File: src/rtl/cnn_input_sequencer.sv
// cnn_input_sequencer: loads one set of DNN weight rows from the host stream,
// replays them gap-free onto the top's weight bus, forwards one image of
// pixels under downstream backpressure, then waits for the network to finish.
//
// state     | meaning
// IDLE      | waiting for start; counters held at zero
// LOAD_W    | accepting NumWeightRows host words into the row buffer
// EMIT_W    | replaying buffered rows, one per cycle, no gaps
// STREAM_PX | forwarding ImageWidth^2 pixels through a one-entry output register
// WAIT_DONE | waiting for net_done, then pulsing done
module cnn_input_sequencer #(
  parameter int BitSize       = 4,
  parameter int ImageWidth    = 8,
  parameter int MaxNumNerves  = 4,
  parameter int M_W_BitSize   = 4,
  parameter int NumWeightRows = 8
) (
  input  logic                                     clk,
  input  logic                                     res,
  input  logic                                     start,
  input  logic                                     reuse_w,
  input  logic                                     s_valid,
  output logic                                     s_ready,
  input  logic [MaxNumNerves*M_W_BitSize-1:0]      s_data,
  output logic [MaxNumNerves-1:0][M_W_BitSize-1:0] w_data,
  output logic                                     w_valid,
  output logic                                     px_valid,
  output logic [BitSize-1:0]                       px_data,
  input  logic                                     px_ready,
  input  logic                                     net_done,
  output logic                                     busy,
  output logic                                     done
);

  localparam int DW   = MaxNumNerves * M_W_BitSize;
  localparam int NPX  = ImageWidth * ImageWidth;
  localparam int WCW  = $clog2(NumWeightRows + 1);
  localparam int PCW  = $clog2(NPX + 1);
  localparam int IDXW = (NumWeightRows > 1) ? $clog2(NumWeightRows) : 1;

  localparam logic [WCW-1:0] NROWS = WCW'(NumWeightRows);
  localparam logic [WCW-1:0] WONE  = WCW'(1);
  localparam logic [PCW-1:0] NPIX  = PCW'(NPX);
  localparam logic [PCW-1:0] PONE  = PCW'(1);

  typedef enum logic [2:0] {
    IDLE      = 3'd0,
    LOAD_W    = 3'd1,
    EMIT_W    = 3'd2,
    STREAM_PX = 3'd3,
    WAIT_DONE = 3'd4
  } state_t;

  state_t             state_q, state_d;
  logic [WCW-1:0]     wcnt_q, wcnt_d;
  logic [WCW-1:0]     rcnt_q, rcnt_d;
  logic [PCW-1:0]     pcnt_in_q, pcnt_in_d;
  logic [PCW-1:0]     pcnt_out_q, pcnt_out_d;
  logic               w_loaded_q, w_loaded_d;
  logic               w_valid_q, w_valid_d;
  logic [DW-1:0]      w_data_q, w_data_d;
  logic               px_valid_q, px_valid_d;
  logic [BitSize-1:0] px_data_q, px_data_d;
  logic               done_q, done_d;

  logic [DW-1:0]      wbuf_q [NumWeightRows];
  logic               wr_en;
  logic               host_acc;
  logic               px_xfer;

  // Host ready: always open while loading, gated by pixel budget and output slot while streaming.
  always_comb begin
    s_ready = 1'b0;
    if (state_q == LOAD_W) begin
      s_ready = 1'b1;
    end else if (state_q == STREAM_PX) begin
      s_ready = (pcnt_in_q < NPIX) && (!px_valid_q || px_ready);
    end
  end

  assign host_acc = s_valid && s_ready;
  assign px_xfer  = px_valid_q && px_ready;

  // Next-state and datapath updates for every state.
  always_comb begin
    state_d    = state_q;
    wcnt_d     = wcnt_q;
    rcnt_d     = rcnt_q;
    pcnt_in_d  = pcnt_in_q;
    pcnt_out_d = pcnt_out_q;
    w_loaded_d = w_loaded_q;
    w_valid_d  = 1'b0;
    w_data_d   = '0;
    px_valid_d = px_valid_q;
    px_data_d  = px_data_q;
    done_d     = 1'b0;
    wr_en      = 1'b0;

    case (state_q)
      IDLE: begin
        wcnt_d     = '0;
        rcnt_d     = '0;
        pcnt_in_d  = '0;
        pcnt_out_d = '0;
        px_valid_d = 1'b0;
        if (start) begin
          state_d = (reuse_w && w_loaded_q) ? EMIT_W : LOAD_W;
        end
      end
      LOAD_W: begin
        if (host_acc) begin
          wr_en  = 1'b1;
          wcnt_d = wcnt_q + WONE;
          if (wcnt_q == NROWS - WONE) begin
            // Row 0 goes out on the very next cycle; with a single-row set it is
            // the word being written right now, so take it straight from the bus.
            w_loaded_d = 1'b1;
            state_d    = EMIT_W;
            w_valid_d  = 1'b1;
            w_data_d   = (wcnt_q == '0) ? s_data : wbuf_q[0];
            rcnt_d     = WONE;
          end
        end
      end
      EMIT_W: begin
        if (rcnt_q < NROWS) begin
          w_valid_d = 1'b1;
          w_data_d  = wbuf_q[rcnt_q[IDXW-1:0]];
          rcnt_d    = rcnt_q + WONE;
        end else begin
          state_d = STREAM_PX;
        end
      end
      STREAM_PX: begin
        if (host_acc) begin
          px_valid_d = 1'b1;
          px_data_d  = s_data[BitSize-1:0];
          pcnt_in_d  = pcnt_in_q + PONE;
        end else if (px_xfer) begin
          px_valid_d = 1'b0;
        end
        if (px_xfer) begin
          pcnt_out_d = pcnt_out_q + PONE;
          if (pcnt_out_q == NPIX - PONE) begin
            px_valid_d = 1'b0;
            state_d    = WAIT_DONE;
          end
        end
      end
      WAIT_DONE: begin
        if (net_done) begin
          done_d  = 1'b1;
          state_d = IDLE;
        end
      end
      default: state_d = IDLE;
    endcase
  end

  // Control and output registers; reset aborts any operation and forgets the weights.
  always_ff @(posedge clk or posedge res) begin
    if (res) begin
      state_q    <= IDLE;
      wcnt_q     <= '0;
      rcnt_q     <= '0;
      pcnt_in_q  <= '0;
      pcnt_out_q <= '0;
      w_loaded_q <= 1'b0;
      w_valid_q  <= 1'b0;
      w_data_q   <= '0;
      px_valid_q <= 1'b0;
      px_data_q  <= '0;
      done_q     <= 1'b0;
    end else begin
      state_q    <= state_d;
      wcnt_q     <= wcnt_d;
      rcnt_q     <= rcnt_d;
      pcnt_in_q  <= pcnt_in_d;
      pcnt_out_q <= pcnt_out_d;
      w_loaded_q <= w_loaded_d;
      w_valid_q  <= w_valid_d;
      w_data_q   <= w_data_d;
      px_valid_q <= px_valid_d;
      px_data_q  <= px_data_d;
      done_q     <= done_d;
    end
  end

  // Weight row buffer; contents are only meaningful once w_loaded is set.
  always_ff @(posedge clk) begin
    if (wr_en) begin
      wbuf_q[wcnt_q[IDXW-1:0]] <= s_data;
    end
  end

  assign w_data   = w_data_q;
  assign w_valid  = w_valid_q;
  assign px_valid = px_valid_q;
  assign px_data  = px_data_q;
  assign busy     = (state_q != IDLE);
  assign done     = done_q;

endmodule

File: config.mk
export PLATFORM = sky130hd
export DESIGN_NAME = cnn_input_sequencer
export DESIGN_NICKNAME = d
export VERILOG_FILES = /design/src/rtl/cnn_input_sequencer.sv
export SDC_FILE = /design/constraint.sdc
export NUM_CORES = 1
export LEC_CHECK = 0
export CAP_MARGIN = 30
export CORE_MARGIN = 10
export CORE_UTILIZATION = 58
export DETAILED_ROUTE_END_ITERATION = 12
export HOLD_SLACK_MARGIN = 0.03
export PLACE_DENSITY = 0.77
export SYNTH_ARGS = -nofsm -noshare
export SYNTH_HDL_FRONTEND = slang
export SYNTH_SLANG_ARGS = --single-unit
File: constraint.sdc
create_clock -name clk -period 3.7 [get_ports clk]
set_input_delay 0.74 -clock clk [delete_from_list [all_inputs] [get_ports clk]]
set_output_delay 0.74 -clock clk [all_outputs]
set_load 0.005 [all_outputs]
# Word level (Yosys, flattened, before mapping)
# Memory sizes are Yosys's and may differ from the RTL's.
# Cells that the tools add are included.
dict set report totals {
  ramBits 128
  reg_bits 49
  in_bits 23
  output_inout_bits 25
  memories 1
  wordCells 93
}
dict set report op_classes {
  n_eq_ne 15
  n_reduce_logical 19
  order_cmp 2
  n_addsub 4
  n_mux 41
}
# name words word_bits read_ports rd_clocked_by_memory_dff write_ports line
set memory_table {}
lappend memory_table {wbuf_q 8 16 2 0 1 66} ;# logic [DW-1:0] wbuf_q [NumWeightRows];
# cell count
set ops {}
lappend ops {{$mux W16} 4}
lappend ops {{$pmux W16 S2} 1}
lappend ops {{$pmux W7 S2} 2}
lappend ops {{$mux W3} 7}
lappend ops {{$mux W4} 4}
lappend ops {{$mux W1} 15}
lappend ops {{$pmux W3 S5} 1}
lappend ops {{$add A7 B1 Y7 const B} 2}
lappend ops {{$mux W7} 2}
lappend ops {{$ne A2 B2 Y1 const B} 7}
lappend ops {{$pmux W4 S3} 1}
lappend ops {{$add A4 B1 Y4 const B} 2}
lappend ops {{$pmux W4 S2} 1}
lappend ops {{$reduce_and A2 Y1} 4}
lappend ops {{$eq A7 B6 Y1 const B} 1}
lappend ops {{$lt A7 B7 Y1 const B} 1}
lappend ops {{$reduce_and A7 Y1} 1}
lappend ops {{$eq A3 B2 Y1 const B} 2}
lappend ops {{$reduce_bool A3 Y1} 2}
lappend ops {{$eq A4 B3 Y1 const B} 1}
lappend ops {{$logic_and A1 B1 Y1} 4}
lappend ops {{$logic_not A4 Y1} 1}
lappend ops {{$lt A4 B4 Y1 const B} 1}
lappend ops {{$ne A2 B1 Y1 const B} 2}
lappend ops {{other kinds (10)} 12}

# Logic depth before layout (Yosys ltp)
dict set report depth {
  depth_word 10
  depth_mapped 7
  ltp_nobuf 5
}

# Worst setup path after synthesis
# No wires, ideal clock.
dict set report synth_timing {
  path_type {register to register}
  startpoint {reg state_q[1]}
  endpoint {mem wbuf_q[0][0] (netlist bit), enable pin}
  path_stages_with_launch 6
  setup_time_ps 409
  t_required_ps 3291
  period_less_slack_ps 2690
  path_buffers 2
  setup_slack_ps 1010
  arrival_time_ps 2280
  cell_sequence {dfrtp_1 > buf_4 > clkbuf_1 > nor2_1 > nand4_1 > nor3_1}
}
dict set report synth_between {
  elab_chain_cells 8
  elab_cells_between_ends 9
  cone_classes {eq/ne (2); mux (6); reduce/logical (1)}
}
# element line
set synth_lines {}
lappend synth_lines {{start: declaration} 54} ;# state_t state_q, state_d;
lappend synth_lines {{start signal: assignment} 175} ;# state_q <= state_d;
lappend synth_lines {{$eq A3 B2 Y1} 76} ;# end else if (state_q == STREAM_PX) begin
lappend synth_lines {{$mux W1} 76}
lappend synth_lines {{$mux W1} 74} ;# if (state_q == LOAD_W) begin
lappend synth_lines {{$logic_and A1 B1 Y1} 81} ;# assign host_acc = s_valid && s_ready;
lappend synth_lines {{$mux W1} 111} ;# if (host_acc) begin
lappend synth_lines {{$mux W1 *} 99} ;# case (state_q)
lappend synth_lines {{$mux W1 *} 191} ;# if (wr_en) begin
lappend synth_lines {{$mux W1 (not written as such) *} 192} ;# wbuf_q[wcnt_q[IDXW-1:0]] <= s_data;
lappend synth_lines {{end: declaration} 66}
# Every way passes the cells marked *; elsewhere a longest branch is shown, timed or not.

# Worst setup path in the final report
dict set report layout_timing {
  startpoint {reg state_q[0]}
  endpoint {out busy}
}
dict set report layout_between {
  elab_chain_cells 1
}
# element line
set layout_lines {}
lappend layout_lines {{$reduce_bool A3 Y1} 200} ;# assign busy = (state_q != IDLE);
lappend layout_lines {{end: declaration} 31} ;# output logic busy,
# No other way between the ends.

==> impl_metrics.json <==
{
  "yosysUniqueCellTypes": 49,
  "synth_top_area_share_pct": 54.2,
  "seq_power_share_pct": 48.0,
  "synth_area_um2": 7090,
  "reg2reg_depth": 4,
  "ys_ff_latch": 177,
  "switching_power_uw": 1490,
  "hold_viol": 0,
  "wire_per_inst_um": 21.8,
  "drc": 0,
  "setup_violations": 0,
  "regArea_um2": 5070,
  "core_um2": 12000,
  "final_cell_area_um2": 8380,
  "grtUsageMet1_pct": 23.5,
  "via_count": 4090,
  "critPathSlowestCell": "nor3_2",
  "antenna_cells": 0,
  "period_needed_ns": 3.32,
  "hold_buffers": 0,
  "dp_slack_ns": 0.731,
  "tns_ns": 0,
  "layout_common_cells": "edfxtp_1 (128), nand2_1 (51), dfrtp_1 (47), clkdlybuf4s50_1 (47), mux4_2 (32)",
  "ys_warn_count": 0,
  "holdCritStartpoint": "px_data[3]",
  "post-synth-top-area-cell": "edfxtp_1",
  "initial_utilization_pct": 59.0,
  "syn2layout_area_growth_pct": 18.2,
  "ant_nets": 0,
  "crit_required_ns": 2.96,
  "cts_max_path_buffers": 2,
  "clk_pin_slew_worst_paths_ns": 0.06,
  "fillers": 784,
  "synth_area_leaders": "edfxtp_1 (54%), dfrtp_1 (17%), mux4_2 (10%), nand2_1 (2.7%), a22oi_1 (1.8%)",
  "via_per_inst": 6.18,
  "max_clock_freq_ghz": 0.301,
  "final_nets": 530,
  "grt_pass1_wl_mm": 23.1,
  "cts_root_buf": "clkbuf_16",
  "netlist_instances": 438,
  "track_usage_pct": 18.1,
  "crit_type": "flop to primary output",
  "ioPinCount": 48,
  "drv_cap": 0,
  "clock-sinks": 177,
  "p_clk_share_pct": 31.2,
  "slew_headroom_pct": 42.8,
  "placed_cell_area_um2": 7820,
  "gr-usage-met2_pct": 28.9,
  "layout_setup_ws_ns": 0.378,
  "ys_seq_area_share_pct": 71.5,
  "insertion_delay_ns": 0.42,
  "p_comb_share_pct": 20.9,
  "cts_tree": "yes",
  "cp-end-kind": "primary output",
  "syn_area_per_cell_um2": 16.2,
  "swShare_pct": 27.6,
  "rr_endpoint": "pcnt_in_q[5]",
  "rows": 40,
  "first_global_vias": 4304,
  "drt_iter0_markers": 517,
  "synthFlopType": "edfxtp_1",
  "synth_fp_nets": 466,
  "numCtsBuffers": 17,
  "layout_commonest_cell": "edfxtp_1",
  "tightest_slew_ns": 0.858,
  "max_stage_delay_ns": 0.62,
  "crit_path_start_kind": "flop",
  "outcome": "finished clean",
  "path_cells": "nor3_2 -> clkinv_1 -> clkdlybuf4s50_1",
  "htree_levels": 4,
  "p_leak_uw": 0.00304,
  "holdPathEnd": "px_data[3]",
  "overflow": 0,
  "r2r-start": "state_q[0]",
  "fp.dieW_um": 131,
  "routed_wl_mm": 14.4,
  "port_buffers": 47,
  "rrSetupSlack_ns": 1.44,
  "synthArstFlopShare_pct": 27.7,
  "holdWs_ns": 0.482,
  "critPathMaxFanout": 20,
  "synth_edf_count": 128,
  "rsz0062_at_grt": "no",
  "dp_hpwl_mm": 9.25,
  "grt.busiest_layer": "met2",
  "peakVddDrop_v": 0.000446,
  "total_power_uw": 5400,
  "die_h_um": 131,
  "antenna_found_initial": 0,
  "die-area_um2": 17000,
  "powerDensity_nw_per_um2": 645,
  "layout-drive-gt1-share_pct": 18.1,
  "skew_ns": 0.00796,
  "ctsResizeCount": 0,
  "post_cts_buffers": 0,
  "whs_path_depth": 2,
  "firstDrtPassIters": 7,
  "place_congestion": 0.812,
  "grt_max_degree": 36,
  "use_met3_pct": 5.48,
  "intPower_uw": 3910,
  "crit_arrival_ns": 2.58,
  "period_share_pct": 89.8,
  "multi_input_area_um2": 1890,
  "report.final.slew_viol_count": 0,
  "hp-class": "flop to flop"
}
-- kinds of logic after synthesis --
family	after synthesis	share of synthesized area, %
buffers and inverters	32	1.91
XOR/XNOR	1	0.124
AO/OA/AOI/OAI	77	7.10
AND/OR/NAND/NOR	112	8.00
multiplexers	34	10.5
adder cells (fa/ha/maj)	5	0.883
flip-flops	177	71.5
-- worst max-delay path: cells and delay by family, from the launching register on --
kind          cells  cell delay [ns]
buf+inv           2             0.94
simple gates      1             0.62
flops             1             0.61
-- worst max-delay path by stage --
stage,from,end,slack (ns)
3_5_place_dp,px_ready,s_ready,0.73
2_1_floorplan,state_q[1],wbuf_q[0][0],1.01
5_1_grt,state_q[0],busy,0.19
4_1_cts,state_q[0],busy,0.34
3_3_place_gp,px_ready,s_ready,0.76
6_report,state_q[0],busy,0.38
-- synth_stat cells (5+ instances only) --
| cell | count |
|---|---|
| ha_1 | 5 |
| o31ai_1 | 9 |
| dfrtp_1 | 49 |
| inv_1 | 7 |
| buf_2 | 6 |
| nor2_1 | 12 |
| edfxtp_1 | 128 |
| nor3_1 | 7 |
| nand2_1 | 51 |
| nand3_1 | 8 |
| clkbuf_1 | 16 |
| a22oi_1 | 17 |
| nand4_1 | 5 |
| o21ai_0 | 25 |
| a21oi_1 | 9 |
| mux4_2 | 32 |
-- stage by stage --
step | util, % | cells
2_1_floorplan | - | 438
3_3_place_gp | 65.1 | 630
3_5_place_dp | 65.1 | 630
4_1_cts | 69.8 | 662
5_1_grt | 69.8 | 662
6_report | 69.8 | 662
-- cell type report --
type / count / area share (%)
Sequential cell: 177 / 60.5
Multi-Input combinational cell: 229 / 22.6
Timing Repair Buffer: 69 / 7.59
Clock buffer: 25 / 5.79
Tap cell: 147 / 2.20
Clock inverter: 7 / 0.926
Inverter: 8 / 0.358
-- sequential cells by signal (all words and copies together) (netlist names) --
name and cells:
pcnt_out_q 7, done 1, pcnt_in_q 7, rcnt_q 4, w_loaded_q 1, w_valid 1, wcnt_q 4, w_data 16
state_q 3, px_valid 1, wbuf_q 128, px_data 4
-- power groups by stage --
stage               Combinational, uW  Clock (uW)  Sequential [uW]
finish                           1130        1680             2590
global placement                 1090           0             2610
CTS                              1140        1700             2590
floorplan                         792           0             2490
global route                     1240        1800             2620
detailed placement               1130           0             2630
-- per-layer routing --
metal / vias to the layer above / share of wire, %
met3: 16 / 5.9
met4: 0 / 1.2
met1: 2090 / 42
met5: - / 0
met2: 144 / 50
li1: 1840 / -
No activity file was read; power rests on OpenSTA's default activity.
==> RTL change: new RTL, same flow settings <==
Change the parameter `ImageWidth` from 8 to 16.
--- a/src/rtl/cnn_input_sequencer.sv
+++ b/src/rtl/cnn_input_sequencer.sv
@@ -10,7 +10,7 @@
 // WAIT_DONE | waiting for net_done, then pulsing done
 module cnn_input_sequencer #(
   parameter int BitSize       = 4,
-  parameter int ImageWidth    = 8,
+  parameter int ImageWidth    = 16,
   parameter int MaxNumNerves  = 4,
   parameter int M_W_BitSize   = 4,
   parameter int NumWeightRows = 8
Behaviour: same outputs for any inputs over 10 cycles, from zero or initial values; that may be too few to reach the edited logic, so the function may still have changed.
==> RTL change against the original RTL <==
Routed wire length rose by 2.0%. Worst hold slack worse by 0.0074 ns. Cell area rose by 3.6%. Clock skew grew 0.0038 ns. Register-to-register slack worse by 0.15 ns. Total power is 7.4% higher. Largest power group unchanged. Global-route usage is 0.60 points lower. Fmax increased by 8.3%. Non-clock buffer count did not move. Critical endpoint is now s_ready. Setup slack better by 0.25 ns. Die area up 3.3%. Sequential cell count grew 4. Area after synthesis grew 3.9%. Highest routed layer unchanged.
==> RTL change: results (changes against the original RTL) <==
| Metric | Value |
|---|---|
| Dpl hpwl | `9450 µm (was 9250 µm)` |
| Post-synth top cells | `128 x edfxtp_1, 53 x dfrtp_1, 51 x nand2_1 (was 128 x edfxtp_1, 51 x nand2_1, 49 x dfrtp_1)` |
| CP max FO | `7 (was 20)` |
| Max stage delay cell, worst path | `clkdlybuf4s50_1 (was nor3_2)` |
| Placed insts | `678 (was 630)` |
| Slew HR | `0.398 (was 0.428)` |
| Synth Area in XOR/XNOR | `0.00952 (was 0.00124)` |
| R2r endpoint | `wbuf_q[0][3] (was pcnt_in_q[5])` |
| Post-DP Area | `8110 µm² (was 7820 µm²)` |
| Synthesized area per cell | `15.9 µm² (was 16.2 µm²)` |
| WP data arrival | `2.33 ns (was 2.58 ns)` |
| GP Congestion | `0.784 (was 0.812)` |
| Fin Hold WS | `0.474 ns (was 0.482 ns)` |
| Pre-CTS setup slack | `0.633 ns (was 0.731 ns)` |
| Number of cells on the worst hold path | `2 (unchanged)` |
| Highest clock rate | `0.326 GHz (was 0.301 GHz)` |
| Nets@finish | `554 (was 530)` |
| Worst Skew | `0.0118 ns (was 0.00796 ns)` |
| Synth top area cells | `edfxtp_1 52%, dfrtp_1 18%, mux4_2 9.8% (was edfxtp_1 54%, dfrtp_1 17%, mux4_2 10%)` |
| Post-Synth Adder-Cell Area | `0.0102 (was 0.00883)` |
| Initial antenna violation count | `0 (unchanged)` |
| Status | `complete, no violations (unchanged)` |
| R2R setup slack | `1.29 ns (was 1.44 ns)` |
| Post-synthesis sequential area ratio | `0.702 (was 0.715)` |
| Leakage power | `0.00314 µW (was 0.00304 µW)` |
| Total global routing track utilization | `0.175 (was 0.181)` |
| Vias per Instance | `5.91 (was 6.18)` |
| Largest net degree at the start of global routing | `43 (was 36)` |
| Syn nets | `492 (was 466)` |
| Drt first-iter violations | `419 (was 517)` |
| Layout cells sized above 1 | `0.184 (was 0.181)` |
| RR Startpoint | `state_q[2] (was state_q[0])` |
| Post-synthesis compound-gate area fraction | `0.0586 (was 0.0710)` |
| Worst vdd ir | `0.583 mV (was 0.446 mV)` |
| First-pass GRT wire length | `24,000 µm (was 23,100 µm)` |
| Synth unique cells | `54 (was 49)` |
| Final wirelength | `14,700 µm (was 14,400 µm)` |
| Worst-Skew Late Latency | `0.44 ns (was 0.42 ns)` |
| Number of global-route vias before repair | `4,445 (was 4,304)` |
| Post-synthesis mux area share | `0.109 (was 0.105)` |
| Peak per-stage delay on the critical path | `0.59 ns (was 0.62 ns)` |
| Crit path capture | `s_ready (was busy)` |
| Fill cell count | `866 (was 784)` |
| Worst setup startpoint | `px_ready (was state_q[0])` |
RTL change: changes by cell type in the layout (fill, tap and decap cells not counted), sizes merged, moves of 3 or more:
cell    delta
a21oi      -5
o31ai      -6
nor3       +3
nor2       +9
nor4       +3
inv        +9
xnor2      +6
dfrtp      +4
mux2i      +4
clkbuf     -7
clkinv     +3
RTL change: worst min-delay path by stage:
stage                            end
after floorplan           w_loaded_q
final                     px_data[1]
after detailed placement  px_data[1]
after CTS                 px_data[1]
after global placement    px_data[1]
after global routing      px_data[3]
RTL change: worst register-to-register path, cell delays in order, from the launching register on:
cell and delay [ns]:
dfrtp_1 0.59, nor2_1 0.41, nand4_1 0.26, nor3_2 0.52, buf_4 0.32
RTL change: layout make-up:
cell class | instances | share of cell area
sequential | 181 | 0.596
tap | 172 | 0.0248
inverter | 12 | 0.00519
timing repair buffer | 69 | 0.0747
multi-input combinational | 244 | 0.233
clock inverter | 14 | 0.0166
clock buffer | 18 | 0.0494
RTL change: per-layer routing:
metal	track usage	vias to the layer above	wire length [µm]
met3	0.0458	26	670
met1	0.217	2153	6270
met2	0.286	111	7470
li1	-	1907	-
met4	0.0746	0	277
met5	0	-	0
RTL change: power by group:
part	internal (µW)	total, µW	switching, µW	leakage [µW]
Sequential	2380	2620	240	0.00184
Combinational	746	1450	700	0.00101
Clock	948	1740	793	0.000284
Total	4070	5810	1730	0.00314
RTL change: logic make-up (layout without fill, tap and decap cells):
logic type / Yosys count / in the layout
buf+inv: 38 / 113
flops: 181 / 181
xor+xnor: 8 / 8
simple gates: 124 / 124
fa+ha+maj: 6 / 6
compound gates: 66 / 66
mux: 40 / 40
